$ cat config.mk
export PLATFORM = sky130hd
export DESIGN_NAME = insn_encoder
export DESIGN_NICKNAME = d
export VERILOG_FILES = /design/src/rtl/insn_encoder.sv
export SDC_FILE = /design/constraint.sdc
export NUM_CORES = 1
export LEC_CHECK = 0
export ABC_AREA = 1
export BUFFER_PORTS_ARGS = -buffer_cell sky130_fd_sc_hd__buf_2
export CAP_MARGIN = 20
export CORE_MARGIN = 4
export CORE_UTILIZATION = 40
export CTS_CLUSTER_DIAMETER = 40
export DETAILED_ROUTE_END_ITERATION = 8
export GPL_TIMING_DRIVEN = 0
export PLACE_DENSITY_LB_ADDON = 0.1
export REMOVE_ABC_BUFFERS = 1
export SKIP_LAST_GASP = 1
export SLEW_MARGIN = 20
export SYNTH_ARGS = -nofsm -noshare
export SYNTH_HDL_FRONTEND = slang
export SYNTH_SLANG_ARGS = --single-unit
$ cat constraint.sdc
create_clock -name clk -period 3.9 [get_ports clk]
set_clock_uncertainty 0.2 [all_clocks]
set_input_delay 0.195 -clock clk [delete_from_list [all_inputs] [get_ports clk]]
set_output_delay 0.195 -clock clk [all_outputs]
set_load 0.02 [all_outputs]
$ cat src/rtl/insn_encoder.sv
// rtl/insn_encoder.sv - encodes A64 instruction requests into words and buffers them with sequential addresses
module insn_encoder #(
    parameter int          FIFO_DEPTH = 4,
    parameter int          ADDR_W     = 8,
    parameter int unsigned BASE_ADDR  = 0
) (
    input  logic              clk,
    input  logic              rst,
    input  logic              req_valid,
    output logic              req_ready,
    input  logic [3:0]        req_op,
    input  logic [4:0]        req_rd,
    input  logic [4:0]        req_rn,
    input  logic [4:0]        req_rm,
    input  logic [25:0]       req_imm,
    input  logic [1:0]        req_shift,
    output logic              out_valid,
    input  logic              out_ready,
    output logic [31:0]       out_word,
    output logic [ADDR_W-1:0] out_addr,
    output logic              busy,
    output logic              err_illegal
);
    localparam int PTR_W = $clog2(FIFO_DEPTH);
    localparam int CNT_W = PTR_W + 1;

    localparam logic [3:0] OP_HLT     = 4'd0;
    localparam logic [3:0] OP_CBZ     = 4'd1;
    localparam logic [3:0] OP_B       = 4'd2;
    localparam logic [3:0] OP_MOVZ    = 4'd3;
    localparam logic [3:0] OP_ADDI    = 4'd4;
    localparam logic [3:0] OP_SUBI    = 4'd5;
    localparam logic [3:0] OP_CMP     = 4'd6;
    localparam logic [3:0] OP_DECLOOP = 4'd7;

    typedef enum logic {IDLE, EMIT} stateType;

    stateType          state;
    logic [1:0]        wordIdx;
    logic [3:0]        capOp;
    logic [4:0]        capRd;
    logic [4:0]        capRn;
    logic [4:0]        capRm;
    logic [25:0]       capImm;
    logic [1:0]        capShift;

    logic [31:0]       fifoMem [FIFO_DEPTH];
    logic [PTR_W-1:0]  wrPtr;
    logic [PTR_W-1:0]  rdPtr;
    logic [CNT_W-1:0]  fifoCount;
    logic [ADDR_W-1:0] addrReg;
    logic              errReg;

    logic              accept;
    logic              illegal;
    logic              push;
    logic              pop;
    logic              lastWord;
    logic [31:0]       encWord;

    assign req_ready   = (state == IDLE) && !rst;
    assign accept      = req_valid && req_ready;
    assign illegal     = req_op[3];
    // A pop in the same cycle does not free a slot for the push.
    assign push        = (state == EMIT) && (fifoCount < CNT_W'(FIFO_DEPTH));
    assign pop         = out_valid && out_ready;
    assign lastWord    = (capOp == OP_DECLOOP) ? (wordIdx == 2'd2) : 1'b1;

    assign out_valid   = (fifoCount != '0);
    assign out_word    = fifoMem[rdPtr];
    assign out_addr    = addrReg;
    assign busy        = (state != IDLE) || (fifoCount != '0);
    assign err_illegal = errReg;

    always_comb begin
        encWord = '0;
        case (capOp)
            OP_HLT:  encWord = 32'hD440_0000 | {11'b0, capImm[15:0], 5'b0};
            OP_CBZ:  encWord = 32'hB400_0000 | {8'b0, capImm[18:0], capRd};
            OP_B:    encWord = 32'h1400_0000 | {6'b0, capImm};
            OP_MOVZ: encWord = 32'hD280_0000 | {9'b0, capShift, capImm[15:0], capRd};
            OP_ADDI: encWord = 32'h9100_0000 | {9'b0, capShift[0], capImm[11:0], capRn, capRd};
            OP_SUBI: encWord = 32'hD100_0000 | {9'b0, capShift[0], capImm[11:0], capRn, capRd};
            OP_CMP:  encWord = 32'hEB00_001F | {11'b0, capRm, capImm[5:0], capRn, 5'b0};
            OP_DECLOOP: begin
                // SUBI rd,rd,#1 ; CBZ rd,+2 ; B back to the loop target
                case (wordIdx)
                    2'd0:    encWord = 32'hD100_0000 | {10'b0, 12'd1, capRd, capRd};
                    2'd1:    encWord = 32'hB400_0000 | {8'b0, 19'd2, capRd};
                    default: encWord = 32'h1400_0000 | {6'b0, capImm - 26'd2};
                endcase
            end
            default: encWord = '0;
        endcase
    end

    always_ff @(posedge clk) begin
        if (push && !rst) begin
            fifoMem[wrPtr] <= encWord;
        end
    end

    always_ff @(posedge clk) begin
        if (rst) begin
            state     <= IDLE;
            wordIdx   <= '0;
            capOp     <= '0;
            capRd     <= '0;
            capRn     <= '0;
            capRm     <= '0;
            capImm    <= '0;
            capShift  <= '0;
            wrPtr     <= '0;
            rdPtr     <= '0;
            fifoCount <= '0;
            addrReg   <= ADDR_W'(BASE_ADDR);
            errReg    <= 1'b0;
        end else begin
            errReg <= accept && illegal;
            case (state)
                IDLE: begin
                    if (accept && !illegal) begin
                        capOp    <= req_op;
                        capRd    <= req_rd;
                        capRn    <= req_rn;
                        capRm    <= req_rm;
                        capImm   <= req_imm;
                        capShift <= req_shift;
                        wordIdx  <= '0;
                        state    <= EMIT;
                    end
                end
                EMIT: begin
                    if (push) begin
                        if (lastWord) begin
                            state <= IDLE;
                        end else begin
                            wordIdx <= wordIdx + 2'd1;
                        end
                    end
                end
                default: state <= IDLE;
            endcase

            if (push) begin
                wrPtr <= wrPtr + 1'b1;
            end
            if (pop) begin
                rdPtr   <= rdPtr + 1'b1;
                addrReg <= addrReg + 1'b1;
            end
            if (push && !pop) begin
                fifoCount <= fifoCount + 1'b1;
            end else if (pop && !push) begin
                fifoCount <= fifoCount - 1'b1;
            end
        end
    end
endmodule

==> metrics.txt, run 1 <==
outcome=finished, final reports clean; cts hold-fix bufs=51; met2 WL post-DR=approximately 11000 um; total length of routed met3 wires=between 800 and 900 um; top layer in use=met4; Area Growth Syn to Fin=21.7%; WL/cell=roughly 17 um; Initial Utilization=roughly two fifths; PortBufs=94; syn_area_per_cell=9.47 um^2; crit-path max cell delay=roughly 800 ps; Slew Limit Headroom=between 50% and 60%; Worst Setup End Kind=primary output; first-pass GRT wire length=between 30000 and 40000 um; part of the power in registers=between 40% and 50%; register area share after synthesis=between 50 and 60%; Skew-Pair Late Insertion Delay=about 440 ps; Clock Power Share=a little under a third; TritonCTS clock tree=done; HPWL after DPL=between 15000 and 20000 um; placed insts=approximately 1300; die area=24400 um^2; Worst-path clk slew=approximately 70 ps; final std cells w/o fill=between 1000 and 1500; clock sink count=approximately 200; Psw=~1.7 mW; CTS H-tree depth=4; Synth Register Bits=between 150 and 200; Total Wirelength=~23000 um; Tightest Hold Check Type=in -> reg; diode count=0; First-pass DRT Iterations=5; Critical Path Start Type=flop; Max Clock Freq=roughly 340 MHz; Buffers & Inverters on Critical Path=3; clock buffer depth=2; sw frac=between 30% and 40%; IO Count=95; final instance area=approximately 11000 um^2; DRT iter0 DRCs=between 400 and 500; RSZ-0062 raised after global routing=false; Placer Congestion=0.880; Setup-failing EPs final=0; worst vdd ir=around 0.31 mV; DP Area=9610 um^2; layout cells sized above 1=around 16%; CTS Buf Count=17; min Tclk post-route=~3000 ps; grt total ovfl=0; vias in the first global route=~6700; Slew @ Worst Pin=732 ps; Slowest cell on crit path=dfxtp_2; Die Wd=~160 um; Post-CTS Setup Inserts=0; Leak=4.02 nW; Comb power frac=between 20% and 30%; final hold viol count=0; post-CTS sizing=0; fin crit share=76.1%; Synth Warn #=0; crit path DAT=roughly 2600 ps; worst-path maximum fanout=33; Clock Tree Root=clkbuf_16; TNS Setup=0 ps; area leader, netlist=edfxtp_1; Internal=about 3.5 mW; Design Power=5.26 mW; Max Slew Vio Count=0; Syn Inst Count=927; Core Box Area=between 20000 and 25000 um^2; Mapped Area=between 8000 and 9000 um^2; pin count of the biggest net entering global routing=66; Yosys top cell area share=between 40% and 50%; critical path required time=approximately 3500 ps; Tot GR Track Use=between 10% and 20%; Final #Nets=around 1100; critical path type=reg -> out; crit path cell chain=clkinv_1, buf_16, o21ai_0, o22ai_1, buf_2; CP top delay family=buffers and inverters; Via-to-Cell Ratio=around 5.1; routed vias=between 6000 and 7000; WHS=170 ps; Post-Route M1 WL=between 10000 and 15000 um; Distinct cells, synth=37; # DRC=0; Routed Antenna Nets=0; PD cells=between 400 and 500 nW/um^2; ranking of synthesized cells by area=edfxtp_1 44%, dfxtp_1 16%, o21ai_0 7.8%, nor2_1 5.7%, a21oi_1 4.6%; initial antenna violation count=0; standard-cell row count=53; Max-Cap Viols=0; Chip Height=between 150 and 200 um
-- power by group through the flow --
stage          sequential [mW]  combinational (mW)  clock, mW
2_1_floorplan             2.42               0.754          0
3_3_place_gp              2.47                1.13          0
3_5_place_dp              2.47                1.15          0
4_1_cts                   2.43                1.19       1.69
5_1_grt                   2.44                1.33       1.76
6_report                  2.42                1.19       1.65
-- per-stage QoR --
stage / util [%] / setup slack, ps
after floorplan: - / 461
after global placement: 44.2 / -1630
after detailed placement: 45.1 / 1170
after CTS: 50.1 / 841
after global routing: 50.2 / 766
final: 50.2 / 933
-- cells by family after synthesis --
kind of cell / share of synthesized area [%]
compound gates: 17.6
xor+xnor: 0.798
fa+ha+maj: 1.94
flops: 59.3
simple gates: 14.3
buf+inv: 6.10
-- layout by cell type (no fill, tap or decap), types with 3 or more instances in the layout --
| cell type | Yosys | final |
|---|---|---|
| clkinvlp_4 | 0 | 3 |
| o21ai_0 | 137 | 137 |
| inv_2 | 10 | 11 |
| dlygate4sd3_1 | 0 | 51 |
| dfxtp_1 | 68 | 66 |
| a21oi_1 | 81 | 81 |
| o22ai_1 | 52 | 52 |
| nand2_4 | 3 | 3 |
| o221ai_1 | 3 | 3 |
| nand2_2 | 5 | 5 |
| inv_6 | 0 | 4 |
| o21ai_1 | 9 | 9 |
| clkbuf_16 | 0 | 17 |
| o211ai_1 | 3 | 3 |
| buf_16 | 0 | 3 |
| buf_2 | 8 | 94 |
| buf_12 | 0 | 5 |
| inv_8 | 0 | 3 |
| nand2_1 | 85 | 85 |
| nand3_1 | 35 | 35 |
| clkinv_2 | 0 | 3 |
| nor2_2 | 4 | 4 |
| inv_1 | 82 | 80 |
| nor2_1 | 134 | 130 |
| edfxtp_1 | 128 | 128 |
| xor2_1 | 8 | 8 |
| ha_1 | 12 | 12 |
| nor3_1 | 6 | 6 |
| nand4_1 | 5 | 5 |
| nor2_4 | 4 | 8 |
-- cell usage after synthesis, drive strengths merged --
master,instances
xor2,8
clkbuf,23
inv,92
o21ai,147
o22ai,52
nor4,1
o21bai,1
nand3,36
nor3,6
nand4,5
clkinv,1
fa,1
or2,1
nand2,93
o221ai,3
o211ai,3
edfxtp,128
nor3b,1
nor2,143
dfxtp,68
ha,12
a21oi,81
a21boi,2
buf,17
nand3b,2
-- worst paths after layout --
kind	start	to	slack, ps	cells past startpoint
hold reg to reg	capRm[3]	capRm[3]	260	2
setup reg to reg	wordIdx[1]	fifoMem[2][2]	1140	7
hold / removal	req_op[3]	capShift[0]	170	4
setup / recovery	flop	out_word[8]	930	5
-- state kept, by name (all words and copies together), names as in the netlist, named ones only --
signal and cells:
state 1, capOp 4, capShift 2, capImm 26, capRn 5, fifoMem 128
capRm 5, wrPtr 2, rdPtr 2, out_addr 8, fifoCount 3, err_illegal 1
capRd 5, wordIdx 2
-- metal layers --
| layer | vias up | GRT usage, % |
|---|---|---|
| met5 | - | 0 |
| met1 | 3239 | 27.0 |
| met3 | 22 | 3.05 |
| met4 | 0 | 4.71 |
| met2 | 130 | 31.2 |
| li1 | 3492 | - |
-- worst reg2reg max path: stages, from the launching register on --
cell	delay, ps
dfxtp_1	450
inv_1	170
ha_1	290
nor2_1	230
inv_1	150
nor2_4	390
inv_2	170
o221ai_1	440
-- cell type report --
cell class	count	area (um^2)
clock buffers	18	429
fillers	2015	10600
well taps	275	344
clock inverters	14	114
flip-flops and latches	196	5210
repair buffers	153	1160
inverters	93	350
multi-input cells	598	3080
No activity file was read; power rests on OpenSTA's default activity.
==> inputs of run 2 (changes only) <==
==> constraint.sdc (replaced) <==
create_clock -name clk -period 2.5 [get_ports clk]
set_clock_uncertainty 0.2 [all_clocks]
set_input_delay 0.125 -clock clk [delete_from_list [all_inputs] [get_ports clk]]
set_output_delay 0.125 -clock clk [all_outputs]
set_load 0.02 [all_outputs]
==> run 2 against run 1 <==
  * Final area rose by 1.1%
  * Sequential share of layout area fell by 0.50 points
  * Clock power rose by 56%
  * Routed wire length rose by 5.4%
  * Largest cell class unchanged
==> metrics.txt, run 2 (synthesized netlist as in run 1, its figures left out) <==
RSZ-0062 raised after global routing=true; First-pass DRT Iterations=6; pin count of the biggest net entering global routing=64; most frequent cells in the layout=137 x o21ai_0, 129 x nor2_1, 128 x edfxtp_1; Worst-path clk slew=80 ps; Worst Setup End Kind=flop; standard-cell row count=53; PortBufs=94; HPWL after DPL=about 16000 um; Tightest Hold Check Type=in -> reg; grt total ovfl=0; top layer in use=met4; Final #Nets=around 1100; final hold viol count=0; Setup-failing EPs final=0; multi-input logic area=between 3000 and 4000 um^2; die area=around 24000 um^2; Max Slew Vio Count=0; initial antenna violation count=0; Tot GR Track Use=20.1%; Slew Limit Headroom=approximately 62%; number of fillers in the final layout=approximately 2000; TNS Setup=0 ps; final std cells w/o fill=between 1000 and 1500; r2r setup slk=roughly 94 ps; Post-Route M1 WL=roughly 12000 um; number of flip-flops in the largest register=approximately 130; Via-to-Cell Ratio=slightly above 5; Leak=4.08 nW; Chip Height=~160 um; most flop-heavy register=fifoMem; TritonCTS clock tree=done; CTS H-tree depth=4; Placer Congestion=slightly below 0.9; clock sink count=approximately 200; vias in the first global route=roughly 6700; critical path required time=2420 ps; Design Power=between 8 and 9 mW; routed vias=7003; DP Area=around 9600 um^2; IO Count=95; placed insts=~1300; Routed Antenna Nets=0; storage element area=5220 um^2; layout cells sized above 1=about 17%; Clock Tree Root=clkbuf_16; crit path DAT=2330 ps; Area Growth Syn to Fin=23.1%; WL/cell=between 15 and 20 um; Total Wirelength=24300 um; Skew-Pair Late Insertion Delay=440 ps; CTS Buf Count=17; critical path type=reg -> reg; outcome=finished, final reports clean; fin crit share=96.2%; diode count=0; Initial Utilization=between 40 and 50%; most common cell after layout, fill and taps aside=o21ai_0; worst vdd ir=0.477 mV; PD cells=slightly below 800 nW/um^2; first-pass GRT wire length=about 38000 um; min Tclk post-route=2410 ps; Max-Cap Viols=0; Max Clock Freq=between 400 and 500 MHz; Core Box Area=21300 um^2; Slew @ Worst Pin=562 ps; Die Wd=about 160 um; DRT iter0 DRCs=500; clock buffer depth=2; final instance area=between 10000 and 15000 um^2; total length of routed met3 wires=between 1000 and 1500 um; worst-path maximum fanout=20; met2 WL post-DR=between 10000 and 15000 um; # DRC=0; Critical Path Start Type=flop
==> run 2: final cells by class <==
class	instances	share of cell area (%)
Timing Repair Buffer	161	11.7
Clock buffer	18	3.97
Tap cell	275	3.18
Timing Repair inverter	1	0.0694
Sequential cell	196	48.2
Multi-Input combinational cell	598	28.5
Inverter	93	3.29
Clock inverter	14	1.05
==> run 2: worst max-delay path, stage by stage, from the launching register on <==
cell	delay (ps)
dfxtp_1	380
inv_1	90
nor2_1	320
nand2_1	330
nor2_4	510
buf_12	250
==> run 2: per-stage QoR <==
| step | hold WS, ps | worst slack [ps] | utilization [%] |
|---|---|---|---|
| 5_1_grt | 57.0 | -2.43 | 50.8 |
| 2_1_floorplan | -5.93 | -869 | - |
| 6_report | 22.1 | 94.4 | 50.8 |
| 3_3_place_gp | 176 | -2960 | 44.2 |
| 4_1_cts | 17.3 | 39.6 | 50.5 |
| 3_5_place_dp | 191 | -229 | 45.1 |
==> run 2: where the power goes <==
part	leakage [nW]	internal, mW	total [mW]	switching (mW)
clock network	0.261	1.30	2.58	1.28
registers	1.72	3.56	3.73	0.166
logic	2.10	0.688	2.04	1.35
total	4.08	5.55	8.35	2.80
==> run 2: layer usage <==
layer	vias up	global-route usage, %
met2	176	32.2
li1	3503	-
met3	25	3.08
met4	0	5.04
met1	3299	28.7
met5	-	0
==> run 2: final timing paths <==
path | end | depth (start not counted) | start
max | fifoMem[1][24] | 5 | state
min | out_addr[5] | 4 | rst
max reg2reg | fifoMem[1][24] | 5 | state
min reg2reg | capRm[3] | 2 | capRm[3]
==> run 2: repair_timing <==
item / in CTS / in global routing
cloned: 1 / 0
hold buffers: 51 / 0
setup endpoints to repair: 74 / 122
hold endpoints to repair: 54 / 0
buffers inserted: 6 / 3
gates resized for setup: 3 / 5
pin swaps: 1 / 3
